**src/rtl/draw_scheduler.sv**
```systemverilog
// Frame scheduler for four sprite drawers: enables them one at a time in index order,
// pipelines their pixels to the VGA adapter and abandons a drawer that never finishes.
module draw_scheduler #(
  parameter int TIMEOUT = 20000
) (
  input  logic        clk,
  input  logic        reset,
  input  logic        frame_start,
  input  logic [3:0]  draw_mask,
  output logic [3:0]  en,
  input  logic [3:0]  done_in,
  input  logic [31:0] x_in,
  input  logic [27:0] y_in,
  input  logic [11:0] colour_in,
  output logic [7:0]  vga_x,
  output logic [6:0]  vga_y,
  output logic [2:0]  vga_colour,
  output logic        plot,
  output logic        busy,
  output logic        frame_done,
  output logic [3:0]  timeout_err
);

  localparam int CW = (TIMEOUT > 1) ? $clog2(TIMEOUT) : 1;
  localparam logic [CW-1:0] CNT_LAST = CW'(TIMEOUT - 1);

  typedef enum logic [2:0] {IDLE, SELECT, RUN, DRAIN, FINISH} state_t;

  state_t        state_reg, state_next;
  logic [3:0]    mask_reg, mask_next;
  logic [1:0]    idx_reg, idx_next;
  logic [CW-1:0] cnt_reg, cnt_next;
  logic          pending_reg, pending_next;
  logic [3:0]    err_reg, err_next;

  logic [7:0]    vga_x_reg;
  logic [6:0]    vga_y_reg;
  logic          plot_reg;
  logic [1:0]    pix_idx_reg;

  logic [7:0]    x_arr [4];
  logic [6:0]    y_arr [4];
  logic [2:0]    c_arr [4];
  logic [3:0]    hit;
  logic [3:0]    en_sel;
  logic [1:0]    first_hit;
  logic          running;
  logic          done_ok;
  logic          at_limit;

  genvar gi;
  generate
    for (gi = 0; gi < 4; gi++) begin : g_drawer
      assign x_arr[gi]  = x_in[8*gi +: 8];
      assign y_arr[gi]  = y_in[7*gi +: 7];
      assign c_arr[gi]  = colour_in[3*gi +: 3];
      // Candidates for the scan: requested drawers at or above the current index.
      assign hit[gi]    = mask_reg[gi] && (idx_reg <= 2'(gi));
      assign en_sel[gi] = (idx_reg == 2'(gi));
    end
  endgenerate

  always_comb begin
    first_hit = 2'd0;
    casez (hit)
      4'b???1: first_hit = 2'd0;
      4'b??10: first_hit = 2'd1;
      4'b?100: first_hit = 2'd2;
      4'b1000: first_hit = 2'd3;
      default: first_hit = 2'd0;
    endcase
  end

  assign running    = (state_reg == RUN);
  assign en         = running ? en_sel : 4'b0000;
  assign busy       = (state_reg != IDLE);
  assign frame_done = (state_reg == FINISH);
  // A drawer's done may still be high from the previous frame during its first enabled cycle.
  assign done_ok    = (cnt_reg != '0) && done_in[idx_reg];
  assign at_limit   = (cnt_reg == CNT_LAST);

  always_comb begin
    state_next   = state_reg;
    mask_next    = mask_reg;
    idx_next     = idx_reg;
    cnt_next     = cnt_reg;
    pending_next = pending_reg;
    err_next     = err_reg;

    if (frame_start && busy && !pending_reg)
      pending_next = 1'b1;

    case (state_reg)
      IDLE: begin
        if (frame_start || pending_reg) begin
          mask_next    = draw_mask;
          idx_next     = 2'd0;
          pending_next = 1'b0;
          state_next   = SELECT;
        end
      end
      SELECT: begin
        if (|hit) begin
          idx_next   = first_hit;
          cnt_next   = '0;
          state_next = RUN;
        end else begin
          state_next = FINISH;
        end
      end
      RUN: begin
        if (done_ok) begin
          state_next = DRAIN;
        end else if (at_limit) begin
          err_next   = err_reg | en_sel;
          state_next = DRAIN;
        end else begin
          cnt_next = cnt_reg + 1'b1;
        end
      end
      DRAIN: begin
        if (idx_reg == 2'd3) begin
          state_next = FINISH;
        end else begin
          idx_next   = idx_reg + 1'b1;
          state_next = SELECT;
        end
      end
      FINISH:  state_next = IDLE;
      default: state_next = IDLE;
    endcase
  end

  always_ff @(posedge clk) begin
    if (reset) begin
      state_reg   <= IDLE;
      mask_reg    <= 4'b0000;
      idx_reg     <= 2'd0;
      cnt_reg     <= '0;
      pending_reg <= 1'b0;
      err_reg     <= 4'b0000;
      vga_x_reg   <= 8'd0;
      vga_y_reg   <= 7'd0;
      plot_reg    <= 1'b0;
      pix_idx_reg <= 2'd0;
    end else begin
      state_reg   <= state_next;
      mask_reg    <= mask_next;
      idx_reg     <= idx_next;
      cnt_reg     <= cnt_next;
      pending_reg <= pending_next;
      err_reg     <= err_next;
      // Coordinates are captured with the enable; colour follows a cycle later from the ROM.
      plot_reg    <= running;
      if (running) begin
        vga_x_reg   <= x_arr[idx_reg];
        vga_y_reg   <= y_arr[idx_reg];
        pix_idx_reg <= idx_reg;
      end
    end
  end

  assign vga_x       = vga_x_reg;
  assign vga_y       = vga_y_reg;
  assign plot        = plot_reg;
  assign vga_colour  = c_arr[pix_idx_reg];
  assign timeout_err = err_reg;

endmodule

```
**config.mk**
```make
export PLATFORM = sky130hd
export DESIGN_NAME = draw_scheduler
export DESIGN_NICKNAME = d
export VERILOG_FILES = /design/src/rtl/draw_scheduler.sv
export SDC_FILE = /design/constraint.sdc
export NUM_CORES = 1
export LEC_CHECK = 0
export ABC_AREA = 0
export CAP_MARGIN = 30
export CORE_ASPECT_RATIO = 1.25
export CORE_MARGIN = 2
export CORE_UTILIZATION = 44
export CTS_CLUSTER_DIAMETER = 60
export CTS_CLUSTER_SIZE = 30
export DETAILED_ROUTE_END_ITERATION = 16
export PLACE_DENSITY = 0.87
export SLEW_MARGIN = 20
export SYNTH_ARGS = -nofsm -noshare
export SYNTH_HDL_FRONTEND = slang
export SYNTH_SLANG_ARGS = --single-unit
```
**constraint.sdc**
```tcl
create_clock -name clk -period 3 [get_ports clk]
set_input_delay 0.45 -clock clk [delete_from_list [all_inputs] [get_ports clk]]
set_output_delay 0.45 -clock clk [all_outputs]
set_load 0.05 [all_outputs]
```
==> results_dict.tcl, run 1 <==
set metrics [dict create \
    status "completed" \
    grt_pass1_vias 2799 \
    wire_per_inst_um 16.3 \
    antenna_cells 0 \
    ys_async_sr_fraction_pct 0 \
    crit_arrival_ns 2.07 \
    finalSetupTns_ns 0 \
    worst_pin_slew_ns 0.807 \
    largest_reg_flops 15 \
    core_sq_um 6130 \
    grt-ovfl-total 0 \
    skew_ns 0.0195 \
    yosysSeqAreaShare_pct 33.9 \
    cts_tree "yes" \
    ant_nets 0 \
    cp_slowest_stage_delay_ns 0.83 \
    pwr_density_cell_nw_per_um2 667 \
    drt_first_iter_violations 180 \
    finalCriticalPeriod_ns 2.52 \
    setup_viol 0 \
    rows 32 \
    routed_wl_um 8040 \
    yosysWarnings 0 \
    timing.final.ws_setup_ns 0.480 \
    period_share_pct 84.0 \
    p_leak_nw 1.49 \
    crit_chain "nor3_1 -> inv_1 -> clkdlybuf4s50_1" \
    crit_buf_inv 2 \
    grt_first_pass_wirelength_um 13200 \
    synth_cell_type_count 59 \
    total_power_mw 2.70 \
    num-fill-cells 483 \
    syn-cell-area_sq_um 2780 \
    start_kind "flop" \
    netlist_top_cells_count "47 x dfxtp_1, 28 x nand2_1, 25 x a21oi_1, 23 x mux2i_1, 19 x nor2_1" \
    antenna_found_initial 0 \
    synthCells 302 \
    die_h_um 92.8 \
    end_kind "output port" \
    port_buffers 111 \
    ios 112 \
    irDropWorstVdd_v 0.000403 \
    hold_viol_final 0 \
    max_freq_mhz 397 \
    max_cap_viol_count 0 \
    nNetsFinal 495 \
    drive_above_1_share_pct 9.09 \
    syn_nets 391 \
    fp.dieW_um 75.0 \
    route.detailed.drc 0 \
    cpMaxStageDelayCell "clkdlybuf4s50_1" \
    num_vias 2799 \
    ys.flop_type "dfxtp_1" \
    synth.area.top_cells "dfxtp_1 34%, mux2i_1 8.3%, mux4_2 4.9%, a21oi_1 4.5%, mux4_1 3.8%" \
    die-area_sq_um 6960 \
    vias_per_cell 5.69 \
    synth_edf_count 0 \
    dpl.hpwl_um 6070 \
    required_ns 2.55 \
    ys_ff_latch 47 \
    clock_latency_ns 0.31 \
    hp-class "flop to flop" \
    pre_cts_ws_ns 0.517 \
    worstSetupPathType "flop to output port" \
    final_area_sq_um 4050 \
    grt_max_degree 39 \
    grtUsageTotal_pct 24.5 \
    htreeDepth 2 \
    place_area_sq_um 3950 \
    cts_root_buf "clkbuf_8" \
    holdWs_ns 0.468 \
    cts_buffer_depth 2 \
    crit_path_max_fanout 10 \
    drt-pass1-iter-count 4 \
    cts_buffers 5 \
    relSlewSlack_pct 45.6 \
    yosysMostFrequentCell "dfxtp_1" \
    clock_sinks 47 \
    clk_pin_slew_ns 0.10 \
    cts-resized-gates 0 \
    areaGrowthSynthToFinish_pct 45.8 \
    post-cts-setup-buffers 0 \
    syn_area_per_cell_sq_um 9.19 \
    path_delay_family "buffers and inverters" \
    rsz0062_at_grt "no" \
    synth_area_leader_cell "dfxtp_1" \
    start_util_pct 45.3 \
    synth_top_cell_area_share_pct 33.9 \
    cts_hold_buffers 0 \
    place_congestion 0.890 \
    slew_viol_final 0 \
]
[power breakdown]
| part | internal, mW | total (mW) | switching (mW) | leakage [nW] |
|---|---|---|---|---|
| registers | 0.714 | 0.813 | 0.0995 | 0.381 |
| clock network | 0.189 | 0.412 | 0.223 | 0.0516 |
| logic | 0.609 | 1.47 | 0.863 | 1.05 |
| total | 1.51 | 2.70 | 1.19 | 1.49 |
[logic make-up (layout without fill, tap and decap cells)]
group	count (synthesis)	in the layout	share of synthesized area (%)
buffers and inverters	33	138	5.50
AND/OR/NAND/NOR	104	104	19.9
XOR/XNOR	1	1	0.586
multiplexers	33	33	17.0
flip-flops	47	47	33.9
adder cells (fa/ha/maj)	6	6	2.71
AO/OA/AOI/OAI	78	78	20.4
[cell usage in the layout (no fill, tap or decap), types with 5 or more instances in the layout]
| cell | instances |
|---|---|
| a211oi_1 | 5 |
| a21oi_1 | 25 |
| and2_1 | 6 |
| and4_1 | 6 |
| buf_4 | 8 |
| clkbuf_8 | 6 |
| clkdlybuf4s50_1 | 107 |
| dfxtp_1 | 47 |
| ha_1 | 6 |
| inv_1 | 11 |
| mux2i_1 | 23 |
| mux4_2 | 6 |
| nand2_1 | 28 |
| nand3_1 | 5 |
| nand4_1 | 5 |
| nor2_1 | 19 |
| nor3_1 | 16 |
| o22ai_1 | 11 |
[layer usage]
layer	share of wire (%)	vias to the layer above	wire length (um)	GRT usage [%]
met5	0	-	0	0
li1	-	1347	-	-
met1	38	1342	3080	29.8
met2	54	104	4350	42.3
met4	0.75	0	60	6.25
met3	6.9	6	555	6.09
[layout make-up]
| cell class | count | area [sq um] | share of cell area, % |
|---|---|---|---|
| clock buffers | 6 | 82.6 | 2.04 |
| clock inverters | 2 | 13.8 | 0.340 |
| repair buffers | 117 | 1170 | 29.0 |
| multi-input cells | 222 | 1680 | 41.6 |
| inverters | 13 | 48.8 | 1.21 |
| flip-flops and latches | 47 | 941 | 23.3 |
| well taps | 85 | 106 | 2.63 |
[worst paths after layout]
check	slack (ns)	start	depth (start not counted)	endpoint
worst min-delay path	0.47	vga_y[6]	2	vga_y[6]
worst max register to register	0.61	idx_reg[1]	7	cnt_reg[8]
worst max-delay path	0.48	state_reg[2]	3	busy
worst min register to register	0.47	vga_y[6]	2	vga_y[6]
[stage by stage]
step | std cells | util, %
after global placement | 484 | 64.5
after floorplan | 302 | -
after CTS | 492 | 66.0
after global routing | 492 | 66.0
final | 492 | 66.0
after detailed placement | 484 | 64.5
[worst register-to-register path, cell delays in order (launching register included)]
cell	delay, ns
dfxtp_1	0.35
buf_4	0.21
inv_1	0.11
ha_1	0.22
o21ai_0	0.65
a311o_2	0.41
a21oi_2	0.10
o211a_1	0.24
Power figures use the tool's default switching activity.
==> run 2, diff against run 1 <==
- CORE_UTILIZATION: 44 -> 39
- PLACE_DENSITY: 0.87 -> 0.82
- clock period: 3 -> 2 ns (I/O delays scaled with it)
==> run 2 against run 1 <==
Net effect: wire length rose by 4.9%; global-route usage down 2.2 points; sequential power up 53%; sequential cell count did not move; clock power increased by 79%; non-clock buffer count is 21 higher; highest routed layer unchanged; via count rose by 4.1%; critical endpoint is now cnt_reg[14]; sequential share of layout area shrank 1.2 points.
==> results_dict.tcl, run 2 (synthesis results as in run 1) <==
set metrics [dict create \
    status "completed" \
    largest_reg_flops 15 \
    ios 112 \
    rows 34 \
    worst_pin_slew_ns 0.596 \
    num-fill-cells 569 \
    grt-ovfl-total 0 \
    areaGrowthSynthToFinish_pct 56.0 \
    grtUsageTotal_pct 22.3 \
    r2r_start "idx_reg[0]" \
    holdWs_ns 0.458 \
    worstSetupPathType "flop to flop" \
    antenna_found_initial 0 \
    timing.final.ws_setup_ns 0.0768 \
    port_buffers 111 \
    pwr-share-seq_pct 27.3 \
    hp-class "flop to flop" \
    regArea_sq_um 953 \
    crit_path_max_fanout 5 \
    path_delay_family "multiplexers" \
    clk_pin_slew_ns 0.09 \
    cpMaxStageDelayCell "mux4_2" \
    mostFrequentLayoutCells "102 x clkdlybuf4s50_1, 41 x dfxtp_1, 29 x buf_4" \
    start_util_pct 40.0 \
    dpl.hpwl_um 6420 \
    max_cap_viol_count 0 \
    skew_ns 0.00975 \
    htreeDepth 2 \
    r2r_end "cnt_reg[14]" \
    vias_per_cell 5.63 \
    max_freq_mhz 520 \
    core_sq_um 6930 \
    ant_nets 0 \
    grt_max_degree 28 \
    cts_root_buf "clkbuf_8" \
    mostFrequentLayoutCell "clkdlybuf4s50_1" \
    pwr_density_cell_nw_per_um2 1050 \
    finalSetupTns_ns 0 \
    routed_wl_um 8440 \
    multi_input_area_sq_um 1730 \
    whs_path_depth 2 \
    final_util_pct 62.4 \
    p_comb_share_pct 56.4 \
    route.detailed.drc 0 \
    clock_latency_ns 0.30 \
    total_power_mw 4.54 \
    wire_per_inst_um 16.3 \
    hold_viol_final 0 \
    cts_buffer_depth 2 \
    crit_buf_inv 0 \
    cts_tree "yes" \
    min_to "vga_y[3]" \
    regToRegSetupSlack_ns 0.08 \
    setup_viol 0 \
    start_kind "flop" \
    internal-power_mw 2.69 \
    clock_sinks 47 \
    die-area_sq_um 7810 \
    switching_power_mw 1.85 \
    die_h_um 98.3 \
    place_congestion 0.877 \
    required_ns 2.20 \
    drive_above_1_share_pct 18.2 \
    drt_first_iter_violations 169 \
    pre_cts_ws_ns -0.234 \
    power_frac_clock_pct 16.2 \
    min_from "vga_y[3]" \
    antenna_cells 0 \
    grt_first_pass_wirelength_um 14000 \
    relSlewSlack_pct 60.0 \
    irDropWorstVdd_v 0.000766 \
    cts_buffers 5 \
    drt-pass1-iter-count 4 \
    cp_slowest_stage_delay_ns 0.57 \
    end_kind "flop" \
    period_share_pct 96.2 \
    netSwitchingFraction_pct 40.8 \
    crit_chain "mux4_2 -> and2b_1 -> and3_4 -> a311oi_1 -> a211o_1" \
    fp.dieW_um 79.5 \
    grt_pass1_vias 3029 \
    crit_arrival_ns 2.12 \
    nNetsFinal 516 \
    cts_hold_buffers 0 \
    finalCriticalPeriod_ns 1.92 \
    reg2regPathDepth 5 \
    slew_viol_final 0 \
    num_vias 2915 \
    p_leak_nw 1.62 \
]
[run 2: cell count changes in the layout (fill, tap and decap cells not counted), moves of 4 or more]
cell and delta:
buf_4 +21, buf_12 +4, dfxtp_2 +4, clkdlybuf4s50_1 -5
dfxtp_1 -6
[run 2: worst max path at each step]
stage	startpoint	to	slack [ns]	cells after the start
4_1_cts	idx_reg[0]	cnt_reg[14]	0.03	5
3_3_place_gp	done_in[3]	cnt_reg[14]	-0.15	6
3_5_place_dp	done_in[3]	cnt_reg[14]	-0.23	6
2_1_floorplan	idx_reg[0]	cnt_reg[7]	0.01	8
5_1_grt	idx_reg[0]	cnt_reg[13]	-0.02	6
6_report	idx_reg[0]	cnt_reg[14]	0.08	5
[run 2: power groups by stage]
stage	clock network, mW	logic, mW	registers [mW]
floorplan	0	1.47	1.36
global placement	0	2.40	1.24
detailed placement	0	2.45	1.24
CTS	0.746	2.47	1.23
global route	0.793	2.76	1.26
finish	0.737	2.56	1.24
[run 2: layer usage]
metal | wire length (um) | up-vias | track usage [%]
met2 | 4250 | 140 | 37.7
met1 | 3170 | 1362 | 26.7
met3 | 792 | 20 | 6.01
met4 | 229 | 0 | 8.36
met5 | 0 | - | 0
li1 | - | 1393 | -
[run 2: cell type report]
type	count	share of cell area (%)
multi-input combinational	222	39.9
timing repair buffer	138	31.6
sequential	47	22.0
tap	90	2.60
clock buffer	6	1.91
inverter	13	1.13
clock inverter	2	0.809
[run 2: metrics by stage]
step | area (sq um) | instances
after detailed placement | 4140 | 507
after global placement | 4140 | 507
after CTS | 4260 | 515
after floorplan | 2800 | 302
after global routing | 4330 | 518
final | 4330 | 518
[run 2: worst reg2reg max path, cell delays in order, from the launching register on]
cell,delay (ns)
dfxtp_4,0.40
mux4_2,0.57
and2b_1,0.26
and3_4,0.20
a311oi_1,0.10
a211o_1,0.29
[run 2: what timing repair did]
item | CTS | global route
resized for setup | 2 | 13
pin swaps | 0 | 2
setup endpoints to repair | 5 | 15
buffers inserted | 0 | 3
==> run 3, diff against run 2 <==
- CORE_UTILIZATION: 39 -> 41
- CTS_BUF_LIST: default -> sky130_fd_sc_hd__clkbuf_4 sky130_fd_sc_hd__clkbuf_8
- PLACE_DENSITY: 0.82 -> 0.86
==> run 3 against run 2 <==
Net effect: critical endpoint is now cnt_reg[2]; sequential share of layout area barely moved; register-to-register slack got worse by 0.02 ns; critical path depth did not move; largest power group unchanged.
==> results_dict.tcl, run 3 (synthesis results as in run 1) <==
set metrics [dict create \
    required_ns 2.18 \
    cts_root_buf "clkbuf_8" \
    crit_arrival_ns 2.13 \
    mostFrequentLayoutCells "102 x clkdlybuf4s50_1, 44 x dfxtp_1, 28 x nand2_1, 28 x buf_4, 24 x a21oi_1" \
    finalCriticalPeriod_ns 1.95 \
    worstSetupPathType "flop to flop" \
    hp-class "flop to flop" \
    r2r_end "cnt_reg[2]" \
    antenna_cells 0 \
    num_vias 2920 \
    nNetsFinal 515 \
    grt_first_pass_wirelength_um 12800 \
    port_buffers 111 \
    cts_hold_buffers 0 \
    place_area_sq_um 4110 \
    drive_above_1_share_pct 17.1 \
    final_area_sq_um 4290 \
    routed_wl_um 8190 \
    skew_ns 0.00948 \
    irDropWorstVdd_v 0.000812 \
    status "completed" \
    end_kind "flop" \
    cts_buffer_depth 2 \
    clock_sinks 47 \
    max_cap_viol_count 0 \
    crit_path_end "cnt_reg[2]" \
    max_freq_mhz 514 \
    mostFrequentLayoutCell "clkdlybuf4s50_1" \
    holdWs_ns 0.456 \
    setup_viol 0 \
    wire_per_inst_um 16.0 \
    fp.dieW_um 77.6 \
    ios 112 \
    route.detailed.drc 0 \
    areaGrowthSynthToFinish_pct 54.6 \
    hold_viol_final 0 \
    relSlewSlack_pct 63.4 \
    crit_path_max_fanout 7 \
    critical_path.startpoint "state_reg[1]" \
    grt_max_degree 39 \
    reg2regPathDepth 5 \
    finalSetupTns_ns 0 \
    largest_reg_flops 15 \
    p_leak_nw 1.63 \
    antenna_found_initial 0 \
    worst_pin_slew_ns 0.544 \
    dpl.hpwl_um 6230 \
    clock_latency_ns 0.30 \
    htreeDepth 2 \
    clk_pin_slew_ns 0.08 \
    start_util_pct 42.3 \
    ant_nets 0 \
    die_h_um 96.0 \
    die-area_sq_um 7450 \
    grt-ovfl-total 0 \
    cts_tree "yes" \
    period_share_pct 97.3 \
    pwr_density_cell_nw_per_um2 1050 \
    vias_per_cell 5.69 \
    core_sq_um 6570 \
    start_kind "flop" \
    grt_pass1_vias 2877 \
    r2r_start "state_reg[1]" \
    place_congestion 0.900 \
    regToRegSetupSlack_ns 0.05 \
    grtUsageTotal_pct 21.5 \
    slew_viol_final 0 \
    rows 33 \
    drt-pass1-iter-count 4 \
    drt_first_iter_violations 242 \
    cts_buffers 5 \
]
==> run 3: cell types whose count changed in the layout (fill, tap and decap cells not counted), moves of 2 or more <==
| cell | previous run | this run |
|---|---|---|
| a211oi_2 | 2 | 0 |
| and3_4 | 2 | 0 |
| a211oi_1 | 3 | 5 |
| dfxtp_2 | 4 | 2 |
| and3_1 | 2 | 4 |
| dfxtp_1 | 41 | 44 |
==> run 3: stage by stage <==
stage	setup slack, ns	cells	util, %	total power, mW
final	0.0544	513	65.4	4.52
after global routing	-0.00156	513	65.4	4.76
after CTS	0.0160	509	64.3	4.34
after detailed placement	-0.229	502	62.6	3.65
after global placement	-0.198	502	62.6	3.58
after floorplan	0.0128	302	-	2.83
==> run 3: what timing repair did <==
action                     CTS  global route
buffers inserted             0             4
setup endpoints to repair    0            19
gates resized for setup      0            14
==> run 3: worst min path at each step <==
stage / startpoint / end / slack [ns] / depth (start not counted)
CTS: vga_y[3] / vga_y[3] / 0.46 / 2
global placement: vga_y[3] / vga_y[3] / 0.44 / 2
finish: vga_y[3] / vga_y[3] / 0.46 / 2
detailed placement: vga_y[3] / vga_y[3] / 0.45 / 2
floorplan: draw_mask[1] / mask_reg[1] / 0.45 / 2
global route: vga_y[6] / vga_y[6] / 0.49 / 2
==> run 3: power breakdown <==
group / switching, mW / total [mW] / internal, mW
logic: 1.40 / 2.62 / 1.21
registers: 0.138 / 1.22 / 1.08
clock network: 0.310 / 0.690 / 0.380
total: 1.85 / 4.52 / 2.67
==> run 3: area by class of cell <==
type                    instances  area, sq um
well taps                      87          109
repair buffers                137         1360
fillers                       518         2270
clock buffers                   6         76.3
inverters                      13         48.8
multi-input cells             222         1720
flip-flops and latches         47          947
clock inverters                 1         30.0
==> run 3: critical path: stages (launching register included) <==
cell       delay, ns
dfxtp_1         0.46
nor3b_4         0.31
a2111oi_4       0.11
a311oi_4        0.50
nor2_1          0.15
a211o_1         0.32
==> run 3: metal layers <==
metal	share of wire (%)	up-vias	wire length (um)	GRT usage [%]
met5	0	-	0	0
met4	2.9	0	241	10.1
met3	7.5	26	611	6.00
met2	52	136	4260	37.7
met1	38	1368	3080	24.2
li1	-	1390	-	-
